===== config.mk =====
export PLATFORM = sky130hd
export DESIGN_NAME = reg_fifo_flat
export DESIGN_NICKNAME = d
export VERILOG_FILES = /design/src/rtl/reg_fifo_pkg.sv /design/src/rtl/reg_fifo_if.sv /design/src/rtl/reg_fifo_mem.sv /design/src/rtl/reg_fifo.sv /design/src/flat_wrapper.sv
export SDC_FILE = /design/constraint.sdc
export NUM_CORES = 1
export LEC_CHECK = 0
export ABC_AREA = 1
export CAP_MARGIN = 20
export CORE_MARGIN = 1
export CORE_UTILIZATION = 43
export DETAILED_ROUTE_END_ITERATION = 10
export PLACE_DENSITY = 0.71
export SLEW_MARGIN = 20
export SYNTH_ARGS = -nofsm -noshare
export SYNTH_HDL_FRONTEND = slang
export SYNTH_HIERARCHICAL = 1
export SYNTH_SLANG_ARGS = --single-unit

===== constraint.sdc =====
create_clock -name clk -period 2.1 [get_ports clk]
set_input_delay 0.42 -clock clk [delete_from_list [all_inputs] [get_ports clk]]
set_output_delay 0.42 -clock clk [all_outputs]
set_load 0.03 [all_outputs]

===== src/rtl/reg_fifo_pkg.sv =====
// Shared defaults and helpers for the register-stage FIFO.
package reg_fifo_pkg;

    localparam int DATA_W_DEF = 8;
    localparam int DEPTH_DEF  = 8;
    localparam int AW_DEF     = 3;

    function automatic int log2_ceil(input int value);
        int r;
        r = 0;
        while ((1 << r) < value) r++;
        return r;
    endfunction

endpackage


===== src/rtl/reg_fifo_if.sv =====
// Producer/consumer strobe bus plus status flags of the register-stage FIFO.
interface reg_fifo_if #(
    parameter int N  = 8,
    parameter int AW = 3
);
    logic [N-1:0] d;
    logic         wr;
    logic         rd;
    logic [N-1:0] q;
    logic         full;
    logic         empty;
    logic [AW:0]  count;
    logic         overflow;
    logic         underflow;

    modport master (
        output d, wr, rd,
        input  q, full, empty, count, overflow, underflow
    );

    modport slave (
        input  d, wr, rd,
        output q, full, empty, count, overflow, underflow
    );
endinterface


===== src/rtl/reg_fifo_mem.sv =====
// DEPTH x N storage: one synchronous write port, one registered read port.
module reg_fifo_mem #(
    parameter int N     = 8,
    parameter int DEPTH = 8,
    parameter int AW    = 3
) (
    input  logic          clk,
    input  logic          rst,
    input  logic          we,
    input  logic [AW-1:0] waddr,
    input  logic [N-1:0]  wdata,
    input  logic          re,
    input  logic [AW-1:0] raddr,
    output logic [N-1:0]  rdata
);
    logic [N-1:0] mem [DEPTH];

    always_ff @(posedge clk) begin
        if (we) mem[waddr] <= wdata;
    end

    // Read sees the pre-write contents, so a pop and push on the same slot while full is safe.
    always_ff @(posedge clk or posedge rst) begin
        if (rst)     rdata <= '0;
        else if (re) rdata <= mem[raddr];
    end
endmodule


===== src/rtl/reg_fifo.sv =====
// FIFO behind the n-bit register stage: wrap-bit pointers, flags and sticky errors.
module reg_fifo
    import reg_fifo_pkg::*;
#(
    parameter int N     = DATA_W_DEF,
    parameter int DEPTH = DEPTH_DEF,
    parameter int AW    = AW_DEF
) (
    input logic       clk,
    input logic       rst,
    reg_fifo_if.slave bus
);
    logic [AW:0] wr_ptr;
    logic [AW:0] rd_ptr;
    logic        full;
    logic        empty;
    logic        push_ok;
    logic        pop_ok;
    logic        overflow;
    logic        underflow;

    if (DEPTH != (1 << AW) || log2_ceil(DEPTH) != AW || DEPTH < 2) begin : g_bad_depth
        $error("reg_fifo: DEPTH (%0d) must be a power of two >= 2 equal to 2**AW (AW=%0d)", DEPTH, AW);
    end

    // Flags come only from registered pointers, never from the strobes.
    assign empty = (wr_ptr == rd_ptr);
    assign full  = (wr_ptr[AW-1:0] == rd_ptr[AW-1:0]) && (wr_ptr[AW] != rd_ptr[AW]);

    assign pop_ok  = bus.rd & ~empty;
    assign push_ok = bus.wr & (~full | pop_ok);

    always_ff @(posedge clk or posedge rst) begin
        if (rst) begin
            wr_ptr    <= '0;
            rd_ptr    <= '0;
            overflow  <= 1'b0;
            underflow <= 1'b0;
        end else begin
            if (push_ok)                    wr_ptr    <= wr_ptr + 1'b1;
            if (pop_ok)                     rd_ptr    <= rd_ptr + 1'b1;
            if (bus.wr && full && !pop_ok)  overflow  <= 1'b1;
            if (bus.rd && empty)            underflow <= 1'b1;
        end
    end

    assign bus.full      = full;
    assign bus.empty     = empty;
    assign bus.count     = wr_ptr - rd_ptr;
    assign bus.overflow  = overflow;
    assign bus.underflow = underflow;

    reg_fifo_mem #(
        .N     (N),
        .DEPTH (DEPTH),
        .AW    (AW)
    ) u_mem (
        .clk   (clk),
        .rst   (rst),
        .we    (push_ok),
        .waddr (wr_ptr[AW-1:0]),
        .wdata (bus.d),
        .re    (pop_ok),
        .raddr (rd_ptr[AW-1:0]),
        .rdata (bus.q)
    );
endmodule


===== src/flat_wrapper.sv =====
// flat-port wrapper written by rule: the top's interface ports become plain ports
module reg_fifo_flat import reg_fifo_pkg::*;
#(
    parameter int N     = DATA_W_DEF,
    parameter int DEPTH = DEPTH_DEF,
    parameter int AW    = AW_DEF
)
  (clk, rst, bus_d, bus_wr, bus_rd, bus_q, bus_full, bus_empty, bus_count, bus_overflow, bus_underflow);
  reg_fifo_if #(.N(N), .AW(AW)) bus_i ();
  input logic clk;
  input logic rst;
  input wire logic [$bits(bus_i.d)-1:0] bus_d;
  input wire logic [$bits(bus_i.wr)-1:0] bus_wr;
  input wire logic [$bits(bus_i.rd)-1:0] bus_rd;
  output wire logic [$bits(bus_i.q)-1:0] bus_q;
  output wire logic [$bits(bus_i.full)-1:0] bus_full;
  output wire logic [$bits(bus_i.empty)-1:0] bus_empty;
  output wire logic [$bits(bus_i.count)-1:0] bus_count;
  output wire logic [$bits(bus_i.overflow)-1:0] bus_overflow;
  output wire logic [$bits(bus_i.underflow)-1:0] bus_underflow;
  assign bus_i.d = bus_d;
  assign bus_i.wr = bus_wr;
  assign bus_i.rd = bus_rd;
  assign bus_q = bus_i.q;
  assign bus_full = bus_i.full;
  assign bus_empty = bus_i.empty;
  assign bus_count = bus_i.count;
  assign bus_overflow = bus_i.overflow;
  assign bus_underflow = bus_i.underflow;
  reg_fifo #(.N(N), .DEPTH(DEPTH), .AW(AW)) u_core (.clk(clk), .rst(rst), .bus(bus_i));
endmodule

# Yosys cells after proc, flatten, opt, wreduce, memory -nomap -nowiden
# Memory sizes are Yosys's and may differ from the RTL's. A register that Yosys moved wholly into a read port is not among the register bits.
# Cells that the tools add are included.
[op_classes]
muxes = 2
n_reduce_logical = 5
n_bitwise = 5
n_addsub = 3
n_eq_ne = 3
[ops]
columns = ["cell", "n"]
rows = [
  ["adder 4 x 1 -> 4 bit, second input constant", 2],
  ["== test 4 bit", 1],
  ["logical AND 1 bit", 4],
  ["subtractor 4 bit", 1],
  ["== test 3 bit", 1],
  ["bitwise AND 1 bit", 2],
  ["2-to-1 mux 1 bit", 2],
  ["inverter 1 bit", 2],
  ["zero test 1 bit", 1],
  ["inequality test 1 bit", 1],
  ["bitwise OR 1 bit", 1],
]
[word_totals]
ram_bits = 64
mem_count = 1
elab_cells = 23
ff_bits = 10
in_bits = 12
[memory_table]
columns = ["memory", "words", "word_bits", "rd", "rd_ports_with_merged_regs", "wr", "line", "source"]
rows = [
  ["u_core.u_mem.mem", 8, 8, 1, 1, 1, "reg_fifo_mem.sv:16", "logic [N-1:0] mem [DEPTH];"],
]

# Depth between registers and ports, before layout
[logic_depth]
depth_word = 7
ltp_mapped = 11
mapped_depth_nobuf = 10

# Modules after synthesis
# Netlist, hierarchy kept.
[by_module_without_submodules]
columns = ["module", "cells_each", "area_each_um2", "seq_area_each_um2", "instances"]
rows = [
  ["reg_fifo_mem", 298, 3091.7, 2122.0, 1],
  ["reg_fifo", 86, 686.9, 250.2, 1],
]

# Worst setup path before layout
# No wires, ideal clock.
[synth_path]
kind = "reg2reg"
from = "register u_core.wr_ptr[0]"
to = "memory u_core.u_mem.mem[1][0] (enable)"
setup_ns = 0.370
arrival_ns = 1.853
path_stages_with_launch = 10
period_less_slack_ns = 2.224
slack_ns = -0.124
path_buffers = 0
cell_sequence = "dfrtp_1 -> inv_1 -> ha_1 -> inv_1 -> nor2_4 -> nand3_4 -> nand2_4 -> inv_1 -> nand2_1 -> nor2_1"
[synth_between]
elab_chain_len = 7
elab_cells_between_ends = 10
classes_between = "eq/ne: 2; mux: 2; bitwise: 5; reduce/logical: 1"
[synth_lines]
columns = ["element", "line", "source"]
rows = [
  ["start: declaration", "reg_fifo.sv:13", "logic [AW:0] wr_ptr;"],
  ["start signal: assignment", "reg_fifo.sv:40", "if (push_ok) wr_ptr <= wr_ptr + 1'b1;"],
  ["== test 4 bit / == test 3 bit (equally long branches)", "reg_fifo.sv:27, reg_fifo.sv:28", ""],
  ["inverter 1 bit / logical AND 1 bit (equally long branches)", "reg_fifo.sv:30, reg_fifo.sv:28", ""],
  ["bitwise AND 1 bit / inverter 1 bit (equally long branches)", "reg_fifo.sv:30, reg_fifo.sv:31", ""],
  ["bitwise OR 1 bit (*)", "reg_fifo.sv:31", "assign push_ok = bus.wr & (~full | pop_ok);"],
  ["bitwise AND 1 bit (*)", "reg_fifo.sv:31", ""],
  ["via u_core.push_ok", "reg_fifo.sv:17", "logic push_ok;"],
  ["2-to-1 mux 1 bit (*)", "reg_fifo_mem.sv:19", "if (we) mem[waddr] <= wdata;"],
  ["2-to-1 mux 1 bit (implied by the code) (*)", "reg_fifo_mem.sv:19", ""],
  ["end: declaration", "reg_fifo_mem.sv:16", ""],
]
# The timed path passes the listed nets; every way through them passes the cells marked *.

# Worst setup path after layout
[layout_path]
from = "register u_core.wr_ptr[1]"
to = "output port bus_count[3]"
[layout_between]
elab_chain_len = 1
[layout_lines]
columns = ["element", "line", "source"]
rows = [
  ["subtractor 4 bit", "reg_fifo.sv:49", "assign bus.count = wr_ptr - rd_ptr;"],
  ["end: declaration", "flat_wrapper.sv:18", "output wire logic [$bits(bus_i.count)-1:0] bus_count;"],
]
# Every way passes these cells.

==> results.md <==
- Routed vias: around 2700
- Crit-path most repeated cell: nand2_1
- Final setup fails: 0
- PortBufs: 27
- First-pass GRT wire length: around 13 mm
- Finished Cell Area: 4483 um^2
- Fill cells: around 750
- Die extent in y: 95.74 um
- Startpoint Class: register
- Nets: between 400 and 500
- Sw power: ~0.0027 W
- Number of global-route vias before repair: 2436
- Yosys top cell by area: edfxtp_1
- Switching Fraction: approximately 41%
- # DRC: 0
- Ys flop type: edfxtp_1
- Initial antenna violation count: 0
- CP endpoint kind: primary output
- #FFs+latches synth: 82
- Non-filler cells, final: between 500 and 600
- Required @ worst endpoint: 1.68 ns
- Sequential Power Share: approximately a third
- Die W: between 90 and 100 um
- Asr flop ratio synth: 21.95%
- CP Class: register to primary output
- Top post-synthesis cells by count: nand2_1, inv_1, edfxtp_1
- Post-Place Cells: about 520
- Comb pwr share: about half
- Post-Syn Nets: 402
- Initial core utilization: between 40% and 50%
- Fin. Hold Viols: 0
- Aggregate global-route resource usage: between 10% and 20%
- Syn Area/Cell: slightly below 10 um^2
- Dpl ws: between 0.1 and 0.15 ns
- Vias per inst: roughly 5
- GRT Residual Overflow: 0
- Area of the mapped netlist: around 3800 um^2
- Max incr delay on CP: approximately 0.43 ns
- LEAKAGE: between 2 and 2.5 nW
- RSZ-0062 raised after global routing: yes
- Clock Path Buffers: 2
- Row count: 33
- Drt initial violations: 261
- Hold WC Path Type: primary input to asynchronous set/reset pin
- Routability cong.: between 0.8 and 0.9
- Hold-fix buffer count after cts: 0
- CORE AREA: between 8000 and 9000 um^2
- F_max: 0.4821 GHz
- Seq/Total Area, Yosys: ~63%
- TritonCTS Buffers: 9
- Total number of H-tree levels: 3
- Minimum clock period: between 2 and 2.5 ns
- Area Overhead vs Synth: 18.64%
- Clk root buf: clkbuf_8
- DRT Wirelength: 8.077 mm
- Pre-antenna DRT Iters: 5
- Worst Clk Skew: approximately 0.015 ns
- Die Footprint: about 9200 um^2
- Slowest stage cell, crit path: dfrtp_1
- Diode count: 0
- Synth top area share: just over 50%
- Largest net degree at the start of global routing: 38
- Actual slew at the worst max-slew pin: approximately 0.47 ns
- Syn Inst Count: about 380
- Netlist cell types: 24
- Clk sink count: 82
- Crit-path cells: ha_4 -> nand2_4 -> or2_1 -> nand3_1 -> nand2_1 -> nand2_1 -> buf_6
- Worst endpoint data arrival time: approximately 1.7 ns
- Clock power frac: 17.5%
- Slack of the critical path: ~0.026 ns
- Final Cycle Share: 98.78%
- Final ANT Viol Nets: 0
- VDD IR-drop max: approximately 0.47 mV
- P_int: a little under 0.004 W
- Routed WL per cell: approximately 15 um
- Clock insertion delay at the later pin of the skew report: about 0.35 ns
- Top cells by area, synth: edfxtp_1, nand2_1, dfrtp_1
- CTS tree: built
- Status: complete, no violations
- Syn. warnings: 6
- Top-count cell post-synth: nand2_1
- Number of synthesized flops with an enable pin: 64
- Clk slew on worst S/H paths: around 0.09 ns
- Post-DP Area: between 4000 and 5000 um^2
- Slew Viols, Final: 0
- Critical path peak fanout: 2
- Slew margin rel.: between 60% and 70%
- HPWL Detailed: about 5.5 mm
- Layout cell share with drive strength beyond 1: 13.10%
- Power Dens Cells: 1468 nW/um^2
- # IOs: 28
- Max Cap Viol: 0
==> per-layer routing <==
layer	GRT usage (%)	share of wire, %	up-vias
met5	0	0	-
met2	28.10	45	92
li1	-	-	1307
met1	28.61	47	1243
met4	10.57	2.3	0
met3	3.949	5.9	15
==> per-stage QoR <==
| step | TNS (ns) | hold slack, ns | util, % | total power [W] |
|---|---|---|---|---|
| global route | -0.1088 | 0.3974 | 53.75 | 0.007031 |
| CTS | -0.01190 | 0.3823 | 53.54 | 0.006566 |
| finish | 0 | 0.3668 | 53.75 | 0.006581 |
| global placement | 0 | 0.4619 | 50.26 | 0.005158 |
| floorplan | -7.372 | 0.2357 | - | 0.004331 |
| detailed placement | 0 | 0.4608 | 50.26 | 0.005206 |
==> power by group through the flow <==
| stage | Sequential (W) | Combinational, W | Clock (W) |
|---|---|---|---|
| 2_1_floorplan | 0.00245 | 0.00188 | 0 |
| 5_1_grt | 0.00227 | 0.00353 | 0.00124 |
| 6_report | 0.00223 | 0.00319 | 0.00115 |
| 4_1_cts | 0.00223 | 0.00316 | 0.00118 |
| 3_5_place_dp | 0.00226 | 0.00294 | 0 |
| 3_3_place_gp | 0.00225 | 0.00291 | 0 |
==> flip-flops by register name, indices dropped and copies added, names as in the netlist <==
signal / flops
u_core/u_mem/rdata: 8
u_core/bus.overflow: 1
u_core/bus.underflow: 1
u_core/wr_ptr: 4
u_core/rd_ptr: 4
u_core/u_mem/mem: 64
==> layout by cell type, fill, tap and decap left out, drive strengths merged, types with 2 or more instances in the layout <==
master and n:
nand2 135, inv 71, edfxtp 64, nand3 57, buf 26, clkdlybuf4s50 21, dfrtp 18, clkbuf 12
nor2 10, ha 5, clkinvlp 2, xor2 2, nand4 2, o21bai 2, xnor2 2
==> path summary, 6_finish.rpt <==
kind / from / endpoint / slack [ns] / cells past startpoint
setup / recovery: u_core/wr_ptr[1] / bus_count[3] / 0.03 / 7
hold / removal: rst / u_core/u_mem/rdata[1] / 0.37 / 2
setup reg to reg: u_core/wr_ptr[0] / u_core/u_mem/mem[6][2] / 0.23 / 10
hold reg to reg: u_core/bus.underflow / u_core/bus.underflow / 0.48 / 1
max in group asynchronous: rst / u_core/bus.overflow / 1.40 / 2
min in group clk: u_core/bus.underflow / u_core/bus.underflow / 0.48 / 1
==> worst max-delay path: cells and delay by family, from the launching register on <==
| family | cells | cell delay [ns] |
|---|---|---|
| and+or+nand+nor | 5 | 0.46 |
| DFF | 1 | 0.43 |
| adders and majority gates | 1 | 0.30 |
| buffers and inverters | 1 | 0.13 |
==> kinds of logic after synthesis <==
| kind of cell | synth area share (%) |
|---|---|
| and+or+nand+nor | 23.71 |
| buffers and inverters | 9.867 |
| xor gates and xnor gates | 0.9273 |
| AOI/OAI and AO/OA | 0.5296 |
| DFF | 62.78 |
| adders and majority gates | 2.185 |
==> layout make-up <==
cell class | count | area [um^2] | area share, %
sequential | 82 | 2372 | 52.92
clock inverter | 4 | 50.05 | 1.116
timing repair buffer | 47 | 416.7 | 9.294
multi-input combinational | 219 | 1086 | 24.23
tap | 105 | 131.4 | 2.931
clock buffer | 12 | 155.1 | 3.461
inverter | 71 | 271.5 | 6.056
==> repair_timing <==
| item | in CTS | in global routing |
|---|---|---|
| resized for setup | 11 | 1 |
| buffers inserted | 2 | 1 |
| setup endpoints to repair | 3 | 3 |
| pin swaps | 4 | 2 |
Power figures use the tool's default switching activity.
